File: src/rtl/video_frame_normalizer.sv
// Vertical window normaliser: measures active lines per frame and, once the count is stable,
// re-centres a fixed TARGET_LINES window, padding window lines without source picture to black.
module video_frame_normalizer #(
  parameter int TARGET_LINES  = 240,
  parameter int MIN_LINES     = 64,
  parameter int STABLE_FRAMES = 4,
  parameter int LCNT_W        = 9
) (
  input  logic              clk_sys,
  input  logic              reset_n,
  input  logic              enable,
  input  logic              pix_ce,
  input  logic              hblank,
  input  logic              vblank,
  input  logic              hsync,
  input  logic              vsync,
  input  logic [7:0]        red,
  input  logic [7:0]        green,
  input  logic [7:0]        blue,
  output logic              pix_ce_o,
  output logic              hblank_o,
  output logic              hsync_o,
  output logic              vsync_o,
  output logic              vblank_o,
  output logic [7:0]        red_o,
  output logic [7:0]        green_o,
  output logic [7:0]        blue_o,
  output logic              locked,
  output logic [LCNT_W-1:0] lines_meas
);

  localparam int                LMAX    = (1 << LCNT_W) - 1;
  localparam int                SW      = LCNT_W + 2;
  localparam logic [LCNT_W-1:0] CNT_MAX = '1;
  localparam logic [3:0]        STAB    = 4'(STABLE_FRAMES);

  function automatic logic [LCNT_W-1:0] sat_inc(input logic [LCNT_W-1:0] v);
    return (v == CNT_MAX) ? v : v + 1'b1;
  endfunction

  // Centre the target window on the measured region; clamp at line 0 rather than wrapping.
  function automatic logic [LCNT_W-1:0] calc_win_start(input logic [LCNT_W-1:0] c,
                                                       input logic [LCNT_W-1:0] f);
    logic signed [SW-1:0] cs, fs, ts, ws;
    cs = {2'b00, c};
    fs = {2'b00, f};
    ts = SW'(TARGET_LINES);
    if (cs >= ts) ws = fs + ((cs - ts) >>> 1);
    else          ws = fs - ((ts - cs) >>> 1);
    if (ws < 0)                 return '0;
    else if (ws > SW'(LMAX))    return CNT_MAX;
    else                        return ws[LCNT_W-1:0];
  endfunction

  function automatic logic [LCNT_W-1:0] calc_win_end(input logic [LCNT_W-1:0] ws);
    int s;
    s = int'(ws) + TARGET_LINES;
    if (s > LMAX) return CNT_MAX;
    return LCNT_W'(s);
  endfunction

  logic              hs_q, vs_q, hb_q;
  logic              hs_rise_p0, vs_rise_p0, hb_fall_p0;
  logic [LCNT_W-1:0] lcnt, act_cnt, first_l, cand, cand_first, win_start, win_end;
  logic              first_seen, skip_frame;
  logic [3:0]        stable_cnt;

  logic              meas_ok;
  logic [3:0]        stable_nx;
  logic [LCNT_W-1:0] cand_nx, cfirst_nx, ws_nx, we_nx;
  logic              win_blank_p0, norm_p0;

  assign hs_rise_p0 = pix_ce & hsync  & ~hs_q;
  assign vs_rise_p0 = pix_ce & vsync  & ~vs_q;
  assign hb_fall_p0 = pix_ce & ~hblank & hb_q;

  always_comb begin
    meas_ok   = int'(act_cnt) >= MIN_LINES;
    stable_nx = stable_cnt;
    cand_nx   = cand;
    cfirst_nx = cand_first;
    if (meas_ok) begin
      if (act_cnt == cand) begin
        stable_nx = (stable_cnt >= STAB) ? STAB : stable_cnt + 4'd1;
      end else begin
        cand_nx   = act_cnt;
        cfirst_nx = first_l;
        stable_nx = 4'd1;
      end
    end
  end

  assign ws_nx = calc_win_start(cand_nx, cfirst_nx);
  assign we_nx = calc_win_end(ws_nx);

  // ---- measurement and lock state ----
  always_ff @(posedge clk_sys or negedge reset_n) begin
    if (!reset_n) begin
      hs_q       <= 1'b0;
      vs_q       <= 1'b0;
      hb_q       <= 1'b0;
      lcnt       <= '0;
      act_cnt    <= '0;
      first_l    <= '0;
      first_seen <= 1'b0;
      cand       <= '0;
      cand_first <= '0;
      stable_cnt <= '0;
      skip_frame <= 1'b0;
      locked     <= 1'b0;
      lines_meas <= '0;
      win_start  <= '0;
      win_end    <= '0;
    end else begin
      if (pix_ce) begin
        hs_q <= hsync;
        vs_q <= vsync;
        hb_q <= hblank;
      end
      if (vs_rise_p0)      lcnt <= '0;
      else if (hs_rise_p0) lcnt <= sat_inc(lcnt);

      if (vs_rise_p0) begin
        act_cnt    <= '0;
        first_seen <= 1'b0;
        skip_frame <= 1'b0;
        if (!skip_frame && enable) begin
          cand       <= cand_nx;
          cand_first <= cfirst_nx;
          stable_cnt <= stable_nx;
          if (meas_ok && stable_nx == STAB) begin
            locked     <= 1'b1;
            lines_meas <= cand_nx;
            win_start  <= ws_nx;
            win_end    <= we_nx;
          end
        end
      end else if (hb_fall_p0 && !vblank && !skip_frame) begin
        act_cnt <= sat_inc(act_cnt);
        if (!first_seen) begin
          first_l    <= lcnt;
          first_seen <= 1'b1;
        end
      end

      // A disabled block forgets its lock and ignores the frame in progress.
      if (!enable) begin
        locked     <= 1'b0;
        stable_cnt <= '0;
        skip_frame <= 1'b1;
      end
    end
  end

  assign norm_p0      = enable & locked;
  assign win_blank_p0 = (lcnt < win_start) | (lcnt >= win_end);

  // ---- output register stage (1 clk latency) ----
  always_ff @(posedge clk_sys or negedge reset_n) begin
    if (!reset_n) begin
      pix_ce_o <= 1'b0;
      hblank_o <= 1'b0;
      hsync_o  <= 1'b0;
      vsync_o  <= 1'b0;
      vblank_o <= 1'b0;
      red_o    <= '0;
      green_o  <= '0;
      blue_o   <= '0;
    end else begin
      pix_ce_o <= pix_ce;
      hblank_o <= hblank;
      hsync_o  <= hsync;
      vsync_o  <= vsync;
      if (norm_p0) begin
        vblank_o <= win_blank_p0;
        if (vblank || win_blank_p0) begin
          red_o   <= '0;
          green_o <= '0;
          blue_o  <= '0;
        end else begin
          red_o   <= red;
          green_o <= green;
          blue_o  <= blue;
        end
      end else begin
        vblank_o <= vblank;
        red_o    <= red;
        green_o  <= green;
        blue_o   <= blue;
      end
    end
  end

endmodule

File: config.mk
export PLATFORM = sky130hd
export DESIGN_NAME = video_frame_normalizer
export DESIGN_NICKNAME = d
export VERILOG_FILES = /design/src/rtl/video_frame_normalizer.sv
export SDC_FILE = /design/constraint.sdc
export NUM_CORES = 1
export LEC_CHECK = 0
export BUFFER_PORTS_ARGS = -buffer_cell sky130_fd_sc_hd__buf_2
export CAP_MARGIN = 15
export CORE_MARGIN = 4
export CORE_UTILIZATION = 50
export CTS_BUF_LIST = sky130_fd_sc_hd__clkbuf_2
export DETAILED_ROUTE_END_ITERATION = 10
export HOLD_SLACK_MARGIN = 0.03
export PLACE_DENSITY_LB_ADDON = 0.3
export SYNTH_ARGS = -nofsm -noshare
export SYNTH_HDL_FRONTEND = slang
export SYNTH_SLANG_ARGS = --single-unit
export TNS_END_PERCENT = 20
File: constraint.sdc
create_clock -name clk_sys -period 6.7 [get_ports clk_sys]
set_input_delay 2.01 -clock clk_sys [delete_from_list [all_inputs] [get_ports clk_sys]]
set_output_delay 2.01 -clock clk_sys [all_outputs]
set_load 0.02 [all_outputs]
# Word-level counts from Yosys, hierarchy flattened
# Index checks and enable logic that the tools add are counted.
[op_classes]
add_sub_neg = 8
order_cmp = 8
n_eq_ne = 9
mux = 37
n_bitwise = 13
n_reduce_logical = 16
[op_table]
columns = ["operator", "count"]
rows = [
  ["$mux W9", 14],
  ["$mux W8", 6],
  ["$mux W4", 6],
  ["$add A9 B1 Y9 const B", 2],
  ["$eq A9 B9 Y1 const B", 2],
  ["$add A10 B9 Y11", 1],
  ["$gt A11 B10 Y1 const B", 1],
  ["$lt A11 B1 Y1 const B", 1],
  ["$mux W11", 1],
  ["$sub A10 B9 Y11", 1],
  ["$add A9 B8 Y10 const B", 1],
  ["$gt A10 B9 Y1 const B", 1],
  ["$mux W1", 10],
  ["$sub A8 B9 Y10 const A", 1],
  ["$sub A9 B8 Y10 const B", 1],
  ["$eq A9 B9 Y1", 1],
  ["$ge A9 B7 Y1 const B", 1],
  ["$ge A9 B8 Y1 const B", 1],
  ["$ge A9 B9 Y1", 1],
  ["$lt A9 B9 Y1", 1],
  ["$reduce_and A3 Y1", 3],
  ["$reduce_and A2 Y1", 4],
  ["$and A1 B1 Y1", 7],
  ["$ne A2 B1 Y1 const B", 3],
  ["other kinds (10)", 20],
]
[word_totals]
reg_bits = 111
inputBits = 32
output_inout_bits = 39
elab_cells = 114

# Logic depth before layout (Yosys ltp)
# Gate-level depths: netlist (run 1).
[depth]
depth_word = 13
depth_mapped = 29
mapped_depth_nobuf = 25

# Least setup slack after synthesis (run 1)
# No wires, ideal clock.
[synth_timing]
path_type = "register to register"
from = "register act_cnt[7]"
to = "register win_end[8]"
setup_ns = 0.095
arrival_ns = 5.971
setup_slack_ns = 0.633
path_stages_with_launch = 30
period_less_slack_ns = 6.067
cell_sequence = "dfrtp_1 > buf_2 > or3_1 > clkbuf_1 > o31a_2 > buf_2 > buf_1 > mux2i_1 > ha_1 > buf_2 > nor3b_1 > and4b_1 > or3_1 > o221ai_1 > a21oi_1 > xnor2_1 > o22ai_1 > ha_1 > and3_1 > a41oi_1 > a31oi_1 > o21ai_0 > a32oi_1 > xnor2_1 > nand2_1 > o21ai_1 > ha_1 > nor2b_1 > nor3_1 > o31ai_1"
[synth_via]
elab_chain_cells = 13
elab_cells_between_ends = 25
classes_between = "add/sub (5); order compare (5); eq/ne (2); mux (11); reduce/logical (2)"
[synth_rtl]
columns = ["element", "line_no", "rtl"]
rows = [
  ["from (decl)", "64", "logic [LCNT_W-1:0] lcnt, act_cnt, first_l, cand, cand_first, win_start, win_end;"],
  ["from (signal assigned)", "139", "act_cnt <= sat_inc(act_cnt);"],
  ["parallel branches: the longest is 13 deep, another holds $sub A10 B9 Y11", "--", ""],
  ["to (signal assigned)", "135", "win_end <= we_nx;"],
  ["to (decl)", "64", ""],
]
# Parallel ways; which one is timed is not known.
# A chain may end at the register's enable or synchronous reset.

# Worst setup path after layout (run 1)
[layout_timing]
from = "register cand[4]"
to = "register win_end[8]"
[layout_via]
elab_chain_cells = 13
elab_cells_between_ends = 24
classes_between = "add/sub (5); order compare (4); eq/ne (2); mux (11); reduce/logical (2)"
[layout_rtl]
columns = ["element", "line_no", "rtl"]
rows = [
  ["from (decl)", "64", ""],
  ["from (signal assigned)", "128", "cand <= cand_nx;"],
  ["$eq A9 B9 Y1", "83", "if (act_cnt == cand) begin"],
  ["$mux W9", "83", ""],
  ["$mux W9", "82", "if (meas_ok) begin"],
  ["$sub A8 B9 Y10 or $sub A9 B8 Y10 (tied branches)", "49, 48", ""],
  ["$sub A10 B9 Y11 or $add A10 B9 Y11 (tied branches)", "49, 48", ""],
  ["$mux W11", "48", "if (cs >= ts) ws = fs + ((cs - ts) >>> 1);"],
  ["$gt A11 B10 Y1", "51", "else if (ws > SW'(LMAX)) return CNT_MAX;"],
  ["$mux W9", "51", ""],
  ["$mux W9", "50", "if (ws < 0) return '0;"],
  ["$add A9 B8 Y10", "57", "s = int'(ws) + TARGET_LINES;"],
  ["$gt A10 B9 Y1", "58", "if (s > LMAX) return CNT_MAX;"],
  ["$mux W1", "58", ""],
  ["$mux W9", "59", "return LCNT_W'(s);"],
]
# Parallel ways exist; a longest one is shown, timed or not.

==> results by stage, run 1 <==
Route:
- The total vias in the final route is 4645.
- The number of DRC markers after the initial detailed-route iteration is 310.
- Dividing the detail-routed wire length by the instance count gives 16.0 µm.
- The aggregate routed wire length is 13800 µm.
- The via density per instance is 5.39.
- The detail route stage leaves a number of antenna-violating nets equal to 0.
- The first-pass iteration count of the detailed router is 4.
- The total DRC errors in the routed layout is 0.

Synth:
- After synthesis, the most frequently instantiated cells are sky130_fd_sc_hd__dfrtp_1, sky130_fd_sc_hd__nand2_1, sky130_fd_sc_hd__o21ai_0.
- The share of the synthesized area in compound gates (AO/OA/AOI/OAI) came to 0.135.
- Counting flops and latches in the post-synthesis netlist gives 111.
- The share of synthesized flip-flops with an asynchronous set or reset is 1.00.
- The area share of xor/xnor cells in the synthesized design is 0.0684.
- A synthesized cell averages 9.95 µm².
- The dominant combinational cell family by area after synthesis is simple AND/OR/NAND/NOR gates.
- Of the total synthesized cell area, the portion taken by full adders, half adders and majority gates is 0.0794.
- sky130_fd_sc_hd__dfrtp_1 takes more of the synthesized area than any other cell.
- The number of enable-type register cells in the synthesized netlist is 0.
- In this run the cell area of the synthesized design comes to 0.00624 mm².
- The area fraction of the dominant cell type after synthesis is 0.445.
- The count of unique library cells instantiated by Yosys is 62.
- Yosys printed 0 warnings.
- Of the total synthesized cell area, the portion taken by AND, OR, NAND and NOR gates is 0.158.
- The most instantiated flip-flop cell in the synthesis netlist is sky130_fd_sc_hd__dfrtp_1.
- The net count after synthesis is 698.
- Counting every instance in the synthesized netlist gives 627.
- For this run, the register share of the synthesized area comes to 0.445.
- Yosys attributes the largest share of cell area to sky130_fd_sc_hd__dfrtp_1, sky130_fd_sc_hd__ha_1, sky130_fd_sc_hd__mux2_2.
- The cell with the most instances after synthesis is sky130_fd_sc_hd__dfrtp_1.
- The mux contribution to synthesized area is 0.0772.

Global routing:
- In the global route stage, overall resource usage came out at 0.200.
- The global route total overflow is 0.
- The initial antenna violation count is 1.
- The via count of the first global-routing pass is 4461.
- The pin count of the biggest net entering global routing is 76.
- The wire length of the first global-routing pass is 22800 µm.

Clocking:
- The post-CTS repair timing setup buffer count is 0.
- Clock-pin slew was measured on the worst setup and hold paths at 0.31 ns.
- The later pin in the worst-skew pair is clocked with a latency of 0.65 ns.
- The deepest level of the CTS H-tree is 3.
- TritonCTS created 9 clock buffers.
- The master cell of the clock root buffer is sky130_fd_sc_hd__clkbuf_2.
- The TritonCTS sink count is 111.
- The clock tree from TritonCTS is done.
- The maximum buffer depth of the clock tree is 2.
- In this run, post-CTS repair resized a total of 0 instances.
- For this design, the CTS-stage hold fixing added 0 buffers.

Min path:
- The path with the worst hold slack has its endpoint at lines_meas[1].
- The worst hold path begins at lines_meas[1].
- Along the worst hold path, the cell count comes to 2.
- The kind of path behind the tightest hold check is reg -> reg.

Placement:
- The worst slack at placement is 0.312 ns.
- Once placement finished, the instance area stood at 0.00674 mm².
- The routability-driven placement congestion ratio is 0.956.
- The estimated wirelength of the detail-placed design is 10500 µm.
- Once placement completed, the tool counted placed cells totaling 843.
- Input and output buffers added on the ports amount to 70.

Setup path:
- The endpoint required time on the critical path is 7.28 ns.
- In this run the critical register-to-register path is captured at win_end[8].
- Counting cells, the worst reg-to-reg path comes to 25.
- The startpoint identified for the worst register-to-register timing path is cand[4].
- STA classifies the critical path startpoint as a flip-flop.
- Data on the critical path arrives at its endpoint at 6.82 ns.
- The critical setup path kind is reg -> reg.
- The capturing element type of the critical path is a flip-flop.
- The maximum fanout count along the critical path is 10.
- The worst register-to-register path has a setup slack of 0.47 ns.

Power:
- The share of power burned in registers is 0.616.
- The internal power consumption is 0.833 mW.
- The clock group share of total power is 0.287.
- In this run the static leakage power is 3.30 nW.
- Of the total power, combinational logic draws 0.097.
- The switching power is 0.318 mW.
- For this design the ratio of total power to cell area is 167 mW/mm².
- VDD sags by at most 0.0000914 V.
- The switching part of the total is 0.276.

STA:
- Across the routed clock network, the largest skew measured is 0.0376 ns.
- The final clock period utilization by the worst path is 0.931.
- On the final layout, the worst hold slack is 0.521 ns.
- Subtracting the final worst setup slack from the clock period gives 6.23 ns.
- The highest attainable clock frequency is 0.160 GHz.
- Setup repair after global routing left no endpoint under its margin.
- The number of pins exceeding their max-slew limit in the final report came to 0.
- Setup violations remaining at the end of the flow were counted as 0.
- The final-report hold violation count is 0.
- The slew at the pin closest to its max-slew limit is 1.05 ns.
- Measured against its own limit, the worst slew margin works out to 0.298.
- The sum of negative setup slack is 0 ns.
- Setup slack closes at 0.465 ns.

Finish:
- The synthesis-to-layout area growth is 10.5%.
- In the final layout, the share of cells above drive strength 1 is 0.208.
- The cell area after layout is 0.00689 mm².
- Once layout is complete, the cells apart from fillers number 861.
- The final layout contains 758 nets.

Floorplanning:
- In this run the vertical extent of the chip is 120 µm.
- The total core area is 0.0121 mm².
- The floorplan has 40 rows.
- The width of the chip is 120 µm.
- The I/O pin count is 71.
- The starting density of the core is 0.515.
- The die covers 0.0143 mm².

Status:
- The run finished with clean final reports.

Job:
- Across the run, the number of max-cap violations was 0.
## registers in the layout, summed over array words and instances (netlist names), 9 cells and up
name	count
cand_first	9
lcnt	9
win_end	9
act_cnt	9
cand	9
lines_meas	9
win_start	9
first_l	9
## worst max path at each step
stage	to	slack [ns]	start	cells past startpoint
2_1_floorplan	win_end[8]	0.63	act_cnt[7]	29
3_3_place_gp	win_end[8]	0.65	cand[4]	25
3_5_place_dp	win_end[8]	0.31	act_cnt[3]	25
4_1_cts	win_end[8]	0.21	act_cnt[3]	25
5_1_grt	win_end[8]	0.04	cand[3]	25
6_report	win_end[8]	0.47	cand[4]	25
## cell usage in the layout, fill, tap and decap left out, drive strengths merged, types with 5 or more instances in the layout
| cell type | n |
|---|---|
| clkbuf | 9 |
| and2 | 25 |
| ha | 38 |
| mux2 | 33 |
| nor3 | 14 |
| xnor2 | 29 |
| o21ai | 46 |
| buf | 78 |
| or3 | 8 |
| nor3b | 5 |
| nor2 | 38 |
| a21o | 15 |
| nor2b | 5 |
| a21oi | 32 |
| and3 | 7 |
| nand2b | 5 |
| xor2 | 18 |
| dfrtp | 111 |
| inv | 32 |
| o22ai | 5 |
| mux2i | 11 |
| nand3 | 5 |
| nand2 | 67 |
## cell families (layout without fill, tap and decap cells)
group,after synthesis,after routing
compound gates,132,132
xor+xnor,47,47
fa+ha+maj,39,39
buf+inv,58,123
flops,111,111
mux,44,44
other cells,0,1
simple gates,196,196
## power groups by stage
| stage | sequential, mW | clock [mW] | combinational [mW] |
|---|---|---|---|
| after floorplan | 0.726 | 0 | 0.0545 |
| after global placement | 0.719 | 0 | 0.108 |
| after detailed placement | 0.720 | 0 | 0.113 |
| after CTS | 0.709 | 0.337 | 0.114 |
| after global routing | 0.714 | 0.370 | 0.124 |
| final | 0.709 | 0.330 | 0.112 |
## per-stage QoR
step	utilization	power, mW
after CTS	0.567	1.16
final	0.569	1.15
after detailed placement	0.556	0.833
after global placement	0.556	0.827
after global routing	0.569	1.21
after floorplan	-	0.780
## layer usage
layer  track usage  up-vias  share of wire
met1         0.289     2221           0.48
met4        0.0752        0          0.019
met2         0.308      117           0.45
li1              -     2291              -
met3        0.0264       16          0.050
met5             0        -              0
## area by class of cell
type | instances | area, µm²
multi-input combinational | 458 | 3250
sequential | 111 | 2780
clock buffer | 9 | 45.0
fill | 1094 | 5220
tap | 168 | 210
clock inverter | 7 | 81.3
antenna | 1 | 2.50
timing repair buffer | 78 | 413
inverter | 29 | 109
## worst max-delay path, cell delays in order (launching register included)
cell                       delay (ns)
sky130_fd_sc_hd__dfrtp_1         0.63
sky130_fd_sc_hd__xnor2_1         0.16
sky130_fd_sc_hd__nand4_1         0.15
sky130_fd_sc_hd__o31a_2          0.38
sky130_fd_sc_hd__mux2i_1         0.29
sky130_fd_sc_hd__ha_2            0.35
sky130_fd_sc_hd__nor3b_2         0.28
sky130_fd_sc_hd__and4b_1         0.25
sky130_fd_sc_hd__or3_1           0.12
sky130_fd_sc_hd__o221ai_1        0.13
sky130_fd_sc_hd__a21oi_2         0.29
sky130_fd_sc_hd__xnor2_1         0.16
sky130_fd_sc_hd__o22ai_1         0.12
sky130_fd_sc_hd__ha_1            0.34
sky130_fd_sc_hd__and3_1          0.19
sky130_fd_sc_hd__a41oi_1         0.21
sky130_fd_sc_hd__a31oi_1         0.21
sky130_fd_sc_hd__o21ai_0         0.26
sky130_fd_sc_hd__a32oi_1         0.10
sky130_fd_sc_hd__xnor2_1         0.35
sky130_fd_sc_hd__nand2_1         0.26
sky130_fd_sc_hd__o21ai_1         0.25
sky130_fd_sc_hd__ha_1            0.28
sky130_fd_sc_hd__nor2b_1         0.16
sky130_fd_sc_hd__nor3_1          0.05
sky130_fd_sc_hd__o31ai_1         0.18
No activity file was read; power rests on OpenSTA's default activity.
==> inputs of run 2 (changes only) <==
ABC_AREA = 1   (was not set)
==> run 2 against run 1 <==
Effect of this change:
- worst hold slack worse by 0.0097 ns
- global-route usage is 0.13 points higher
- wire length is 2.4% lower
- die area is 2.0% lower
- sequential cell count stayed put
- clock-buffer cell count stayed put
==> results by stage, run 2 <==
Clocking:
- The TritonCTS sink count is 111 (unchanged).
- The number of buffers added to fix hold violations after cts is 0 (unchanged).
- The clock latency at the later pin of the worst-skew pair came to 0.63 ns (was 0.65 ns).
- The post-CTS repair timing setup buffer count is 0 (unchanged).
- The post-cts gate resize count is 0 (unchanged).
- The total clock buffers created by CTS is 9 (unchanged).
- The clock-pin slew on the worst setup and hold paths is 0.31 ns (about the same).
- The clock tree from TritonCTS is done (unchanged).
- The maximum buffer depth of the clock tree was 2 (unchanged).
- The master cell of the clock root buffer is sky130_fd_sc_hd__clkbuf_2 (unchanged).
- The deepest level of the CTS H-tree is 3 (unchanged).

Min path:
- The number of cells on the worst hold path was 2 (unchanged).
- The kind of path behind the tightest hold check is reg -> reg (unchanged).
- The worst min-delay path startpoint is lines_meas[4] (was lines_meas[1]).
- The hold-critical path endpoint is lines_meas[4] (was lines_meas[1]).

Global routing:
- The via count of the first global-routing pass is 5120 (was 4461).
- The pin count of the biggest net entering global routing was 66 (was 76).
- The initial antenna violation count came to 0 (was 1).
- The global-route usage over all layers came to 0.201 (was 0.200).
- The global route total overflow was 0 (unchanged).
- The wire length of the first global-routing pass is 23400 µm (was 22800 µm).

Power:
- The fraction of power consumed by combinational cells is 0.403 (was 0.097).
- The switching part of the total is 0.401 (was 0.276).
- The power density normalized to cell area was 264 mW/mm² (was 167 mW/mm²).
- The power after layout is 1.79 mW (was 1.15 mW).
- The switching power is 0.716 mW (was 0.318 mW).
- The worst-case vdd ir drop is 0.000218 V (was 0.0000914 V).
- The share of power burned in registers came to 0.410 (was 0.616).
- The leakage power was 3.58 nW (was 3.30 nW).
- The internal power consumption is 1.07 mW (was 0.833 mW).
- The clock group share of total power was 0.188 (was 0.287).

Synth:
- The number of enable-type register cells in the synthesized netlist came to 0 (unchanged).
- The number of warnings issued by yosys came to 0 (unchanged).
- The area fraction of the dominant cell type after synthesis is 0.455 (was 0.445).
- The share of synthesized area occupied by flip-flops and latches is 0.455 (was 0.445).
- The net count after synthesis came to 821 (was 698).
- The cell with the most instances after synthesis was sky130_fd_sc_hd__nand2_1 (was sky130_fd_sc_hd__dfrtp_1).
- The share of synthesized flip-flops with an asynchronous set or reset is 1.00 (unchanged).
- The most instantiated flip-flop cell in the synthesis netlist is sky130_fd_sc_hd__dfrtp_1 (unchanged).
- Top post-synthesis cells by area: sky130_fd_sc_hd__dfrtp_1, sky130_fd_sc_hd__nand2_1, sky130_fd_sc_hd__ha_1 (was sky130_fd_sc_hd__dfrtp_1, sky130_fd_sc_hd__ha_1, sky130_fd_sc_hd__mux2_2).
- The count of unique library cells instantiated by Yosys was 48 (was 62).
- Cell types with the highest counts after synthesis: sky130_fd_sc_hd__nand2_1, sky130_fd_sc_hd__inv_1, sky130_fd_sc_hd__dfrtp_1 (was sky130_fd_sc_hd__dfrtp_1, sky130_fd_sc_hd__nand2_1, sky130_fd_sc_hd__o21ai_0).
- The library cell occupying the most area in the post-synthesis netlist is sky130_fd_sc_hd__dfrtp_1 (unchanged).
- The synthesized area is 0.00611 mm² (was 0.00624 mm²).
- The cell count after synthesis is 750 (was 627).
- The synthesized area divided by synthesized cell count is 8.14 µm² (was 9.95 µm²).
- The number of register bits inferred by synthesis is 111 (unchanged).

STA:
- The sum of negative setup slack is 0 ns (unchanged).
- The highest attainable clock frequency came to 0.201 GHz (was 0.160 GHz).
- The number of pins exceeding their max-slew limit in the final report came to 0 (unchanged).
- The final clock skew is 0.0307 ns (was 0.0376 ns).
- The final-report setup violation count is 0 (unchanged).
- The smallest hold slack came to 0.512 ns (was 0.521 ns).
- The final clock period utilization by the worst path is 0.741 (was 0.931).
- The final critical delay including setup and external delays is 4.97 ns (was 6.23 ns).
- Setup repair after global routing missed its margin: no (unchanged).
- The worst slew slack as a fraction of its limit came to 0.325 (was 0.298).
- The slew at the pin closest to its max-slew limit was 1.01 ns (was 1.05 ns).
- The final-report hold violation count is 0 (unchanged).

Finish:
- The final core utilization came to 0.565 (was 0.569).
- The most common cell after layout, fill and taps aside is sky130_fd_sc_hd__nand2_1 (was sky130_fd_sc_hd__dfrtp_1).
- The net total in the final layout was 893 (was 758).
- Most used cells in the layout excluding fill and tap cells: sky130_fd_sc_hd__nand2_1, sky130_fd_sc_hd__inv_1, sky130_fd_sc_hd__dfrtp_1 (was sky130_fd_sc_hd__dfrtp_1, sky130_fd_sc_hd__buf_2, sky130_fd_sc_hd__nand2_1).
- The antenna diode count came to 0 (was 1).
- The share of post-route cells with drive strength above 1 is 0.149 (was 0.208).
- The synthesis-to-layout area growth was 10.6% (was 10.5%).

Placement:
- The routability-driven placement congestion ratio was 0.883 (was 0.956).
- The estimated wirelength of the detail-placed design is 10300 µm (was 10500 µm).
- The number of input and output port buffers inserted is 70 (unchanged).

Setup path:
- The critical setup path kind is reg -> reg (unchanged).
- The critical path startpoint category is a flip-flop (unchanged).
- The data arrival time of the critical path came to 5.51 ns (was 6.82 ns).
- The cell depth of the worst flop-to-flop path is 26 (was 25).
- The launch instance of the worst register-to-register path is act_cnt[1] (was cand[4]).
- The reg-to-reg endpoint is win_end[6] (was win_end[8]).
- The flop-to-flop setup slack is 1.73 ns (was 0.47 ns).
- The maximum fanout count along the critical path is 19 (was 10).
- The capturing element type of the critical path was a flip-flop (unchanged).
- The endpoint required time on the critical path is 7.24 ns (was 7.28 ns).
- The launching element of the worst setup path is act_cnt[1] (was cand[4]).

Route:
- The total DRC errors in the routed layout came to 0 (unchanged).
- The aggregate routed wire length is 13500 µm (was 13800 µm).
- The detail-routed net length per standard cell is 13.8 µm (was 16.0 µm).
- The antenna violation net count after detailed routing is 0 (unchanged).
- The total vias in the final route is 5141 (was 4645).
- The number of DRC markers after the initial detailed-route iteration is 323 (was 310).
- The first-pass iteration count of the detailed router is 5 (was 4).
- The via density per instance is 5.28 (was 5.39).

Floorplanning:
- The starting density of the core is 0.511 (was 0.515).
- The width of the chip is 119 µm (was 120 µm).
- The I/O pin count is 71 (unchanged).
- The site row count is 40 (unchanged).
- The overall die area came to 0.0140 mm² (was 0.0143 mm²).
- The chip height is 119 µm (was 120 µm).
- The total core area was 0.0120 mm² (was 0.0121 mm²).

Status:
- Result of the run: complete, no violations (unchanged).

Job:
- The max-cap check violation count was 0 (unchanged).
==> run 2: worst max-delay path by stage <==
stage / end / slack, ns
finish: win_end[6] / 1.73
global route: win_end[6] / 1.20
CTS: win_end[6] / 1.76
detailed placement: win_end[6] / 1.82
global placement: win_end[6] / 2.00
floorplan: win_end[8] / 2.60
==> run 2: power groups by stage <==
stage	sequential [mW]	clock, mW	combinational [mW]
after floorplan	0.750	0	0.540
after global placement	0.742	0	0.688
after detailed placement	0.743	0	0.709
after CTS	0.732	0.345	0.713
after global routing	0.738	0.377	0.811
final	0.732	0.335	0.719
==> run 2: area by class of cell <==
class	instances	area [µm²]
clock buffer	9	45.0
clock inverter	7	92.6
fill	1093	5210
inverter	122	458
multi-input combinational	504	2810
sequential	111	2780
tap	147	184
timing repair buffer	74	383
==> run 2: cells by family (layout without fill, tap and decap cells) <==
family | Yosys count | count (layout) | share of synthesized area
buffers and inverters | 135 | 212 | 0.0844
xor gates and xnor gates | 20 | 20 | 0.0287
and+or+nand+nor | 308 | 308 | 0.225
AOI/OAI and AO/OA | 136 | 136 | 0.125
adders and majority gates | 39 | 39 | 0.0811
muxes | 1 | 1 | 0.00184
DFF | 111 | 111 | 0.455
==> run 2: metal layers <==
layer | vias to the layer above | GRT usage | part of all wire
met5 | - | 0 | 0
met4 | 0 | 0.0507 | 0.012
met3 | 20 | 0.0550 | 0.058
met2 | 121 | 0.328 | 0.46
met1 | 2430 | 0.267 | 0.47
li1 | 2570 | - | -
==> run 2: worst max-delay path, stage by stage (launching register included) <==
cell,delay [ns]
sky130_fd_sc_hd__dfrtp_1,0.49
sky130_fd_sc_hd__inv_1,0.10
sky130_fd_sc_hd__or2_2,0.28
sky130_fd_sc_hd__nand3_1,0.09
sky130_fd_sc_hd__nor4_1,0.05
sky130_fd_sc_hd__nand2_1,0.11
sky130_fd_sc_hd__inv_1,0.07
sky130_fd_sc_hd__nor2_1,0.76
sky130_fd_sc_hd__o21ai_0,0.26
sky130_fd_sc_hd__ha_1,0.34
sky130_fd_sc_hd__fa_1,0.43
sky130_fd_sc_hd__nand3_1,0.09
sky130_fd_sc_hd__nand2_1,0.09
sky130_fd_sc_hd__nand3_1,0.08
sky130_fd_sc_hd__nand2_1,0.08
sky130_fd_sc_hd__nand2_1,0.07
sky130_fd_sc_hd__nand2_1,0.05
sky130_fd_sc_hd__a21oi_1,0.20
sky130_fd_sc_hd__o21bai_1,0.11
sky130_fd_sc_hd__nand3_1,0.08
sky130_fd_sc_hd__nand2_1,0.08
sky130_fd_sc_hd__nand2_4,0.14
sky130_fd_sc_hd__nand2_1,0.17
sky130_fd_sc_hd__ha_1,0.30
sky130_fd_sc_hd__nand2_1,0.08
sky130_fd_sc_hd__nor3b_1,0.20
sky130_fd_sc_hd__a21oi_1,0.09
==> run 2: per-stage QoR <==
stage                     cell area [µm²]  setup WS [ns]  std cells
after floorplan                      6110           2.60        750
after global placement               6620           2.00        958
after detailed placement             6620           1.82        958
after CTS                            6750           1.76        974
after global routing                 6750           1.20        974
final                                6750           1.73        974
==> inputs of run 3 (changes only) <==
clock period = 5 ns   (was 6.7 ns; I/O delays follow)
==> run 3 against run 2 <==
Effect of this change:
- clock power up 30%
- largest cell class unchanged
- sequential power rose by 34%
- wire length grew 2.1%
- first-iteration DRC count is 15% lower
- register-to-register slack worse by 1.2 ns
- worst hold slack gained 0.0010 ns
- combinational power is 38% higher
- critical path type unchanged
- largest power group is now combinational cells
- final cell count increased by 0.92%
- maximum frequency is 11% higher
- utilization increased by 0.55 points
- worst setup slack got worse by 1.2 ns
==> results by stage, run 3 (synthesis results as in run 2) <==
Clocking:
- The maximum buffer depth of the clock tree is 2 (unchanged).
- The clock-pin slew on the worst setup and hold paths was 0.36 ns (was 0.31 ns).
- The master cell of the clock root buffer is sky130_fd_sc_hd__clkbuf_2 (unchanged).
- The deepest level of the CTS H-tree was 3 (unchanged).
- The clock tree from TritonCTS is done (unchanged).
- The clock latency at the later pin of the worst-skew pair is 0.67 ns (was 0.63 ns).
- The total clock buffers created by CTS is 9 (unchanged).
- The TritonCTS sink count is 111 (unchanged).

Setup path:
- The cell depth of the worst flop-to-flop path is 31 (was 26).
- The most repeated library cell on the critical path is sky130_fd_sc_hd__nand2_1 (unchanged).
- The critical path startpoint category is a flip-flop (unchanged).
- The worst-path cell with the longest stage delay is sky130_fd_sc_hd__dfrtp_2 (was sky130_fd_sc_hd__nor2_1).
- The data arrival time of the critical path came to 5.11 ns (was 5.51 ns).
- The capturing element type of the critical path is a flip-flop (unchanged).
- The highest cell delay on the worst timing path is 0.52 ns (was 0.76 ns).
- The endpoint required time on the critical path came to 5.64 ns (was 7.24 ns).
- The critical setup path kind is reg -> reg (unchanged).
- The maximum fanout count along the critical path came to 15 (was 19).

Finish:
- The antenna diode count is 0 (unchanged).
- The number of fill cells in the layout came to 1085 (was 1093).
- The synthesis-to-layout area growth was 11.7% (was 10.6%).
- The net total in the final layout is 902 (was 893).
- The most common cell after layout, fill and taps aside is sky130_fd_sc_hd__nand2_1 (unchanged).
- The share of post-route cells with drive strength above 1 is 0.163 (was 0.149).
- Most used cells in the layout excluding fill and tap cells: sky130_fd_sc_hd__nand2_1, sky130_fd_sc_hd__inv_1, sky130_fd_sc_hd__dfrtp_1 (unchanged).
- The cell area after layout came to 0.00682 mm² (was 0.00675 mm²).
- The number of cells in the finished layout apart from fillers was 983 (was 974).

Floorplanning:
- The total core area was 0.0120 mm² (unchanged).
- The starting density of the core is 0.511 (unchanged).
- The I/O pin count came to 71 (unchanged).
- The overall die area was 0.0140 mm² (unchanged).
- The chip height is 119 µm (unchanged).
- The width of the chip is 119 µm (unchanged).
- The site row count was 40 (unchanged).

STA:
- The minimum setup slack in the final design came to 0.528 ns (was 1.73 ns).
- The sum of negative setup slack is 0 ns (unchanged).
- The final-report setup violation count came to 0 (unchanged).
- The final-report hold violation count was 0 (unchanged).
- The final critical delay including setup and external delays is 4.47 ns (was 4.97 ns).
- The number of pins exceeding their max-slew limit in the final report was 0 (unchanged).
- The final clock skew came to 0.0419 ns (was 0.0307 ns).
- Setup repair after global routing missed its margin: no (unchanged).
- The worst slew slack as a fraction of its limit is 0.570 (was 0.325).
- The final clock period utilization by the worst path is 0.894 (was 0.741).
- The slew at the pin closest to its max-slew limit is 0.646 ns (was 1.01 ns).
- The highest attainable clock frequency was 0.224 GHz (was 0.201 GHz).

Placement:
- The total instance count after detailed placement is 966 (was 958).
- The worst slack at placement is 0.486 ns (was 1.82 ns).
- The number of input and output port buffers inserted came to 70 (unchanged).
- The cell area after placement is 0.00668 mm² (was 0.00662 mm²).
- The routability-driven placement congestion ratio was 0.897 (was 0.883).
- The estimated wirelength of the detail-placed design is 10600 µm (was 10300 µm).

Route:
- The total DRC errors in the routed layout is 0 (unchanged).
- The aggregate routed wire length is 13800 µm (was 13500 µm).
- The total vias in the final route was 5126 (was 5141).
- The number of DRC markers after the initial detailed-route iteration was 274 (was 323).
- The antenna violation net count after detailed routing is 0 (unchanged).
- The via density per instance is 5.21 (was 5.28).
- The detail-routed net length per standard cell was 14.0 µm (was 13.8 µm).
- The first-pass iteration count of the detailed router is 4 (was 5).

Global routing:
- The via count of the first global-routing pass is 5059 (was 5120).
- The pin count of the biggest net entering global routing came to 51 (was 66).
- The initial antenna violation count is 0 (unchanged).
- The global route total overflow is 0 (unchanged).
- The global-route usage over all layers is 0.205 (was 0.201).
- The wire length of the first global-routing pass is 23500 µm (was 23400 µm).

Power:
- The power density normalized to cell area was 353 mW/mm² (was 264 mW/mm²).
- The leakage power is 3.61 nW (was 3.58 nW).
- The worst-case vdd ir drop is 0.000235 V (was 0.000218 V).

Status:
- Result of the run: complete, no violations (unchanged).

Min path:
- The number of cells on the worst hold path is 2 (unchanged).
- The kind of path behind the tightest hold check is reg -> reg (unchanged).

Job:
- The max-cap check violation count is 0 (unchanged).
run 3: report_power, final:
group          internal (mW)  leakage [nW]  switching [mW]
clock network         0.0891        0.0733           0.348
logic                  0.368          2.13           0.624
registers              0.955          1.41          0.0265
run 3: what timing repair did:
item / 4_1_cts / 5_1_grt
hold buffers: 0 / 0
buffers inserted: 0 / 1
setup endpoints to repair: 0 / 2
hold endpoints to repair: 0 / 0
resized for setup: 0 / 3
run 3: through the flow:
stage	power (mW)	utilization	hold slack, ns
after floorplan	1.73	-	0.443
after global placement	1.93	0.558	0.451
after detailed placement	1.97	0.558	0.459
after CTS	2.41	0.569	0.518
after global routing	2.59	0.570	0.540
final	2.41	0.570	0.513
run 3: per-layer routing:
metal / wire length, µm / track usage / up-vias
li1: - / - / 2589
met1: 6330 / 0.275 / 2385
met2: 6440 / 0.332 / 133
met3: 758 / 0.0488 / 19
met4: 225 / 0.0630 / 0
met5: 0 / 0 / -
run 3: worst paths after layout:
kind                                from            end  slack [ns]
setup / recovery              act_cnt[8]     win_end[8]        0.53
hold / removal             lines_meas[6]  lines_meas[6]        0.51
setup reg to reg              act_cnt[8]     win_end[8]        0.53
hold reg to reg            lines_meas[6]  lines_meas[6]        0.51
max in group asynchronous        reset_n     act_cnt[8]        3.30
min in group asynchronous        reset_n   win_start[7]        0.78
run 3: critical path: cells and delay by family, from the launching register on:
family | cells | cell delay (ns)
AO/OA/AOI/OAI | 3 | 0.58
AND/OR/NAND/NOR | 22 | 2.30
adder cells (fa/ha/maj) | 3 | 0.73
XOR/XNOR | 1 | 0.15
flip-flops | 1 | 0.52
buffers and inverters | 2 | 0.19
run 3: cell type report:
class | count | area (µm²) | share of cell area
sequential | 111 | 2780 | 0.407
clock inverter | 7 | 85.1 | 0.0125
inverter | 122 | 458 | 0.0671
timing repair buffer | 83 | 450 | 0.0660
multi-input combinational | 504 | 2820 | 0.413
clock buffer | 9 | 45.0 | 0.00660
tap | 147 | 184 | 0.0270
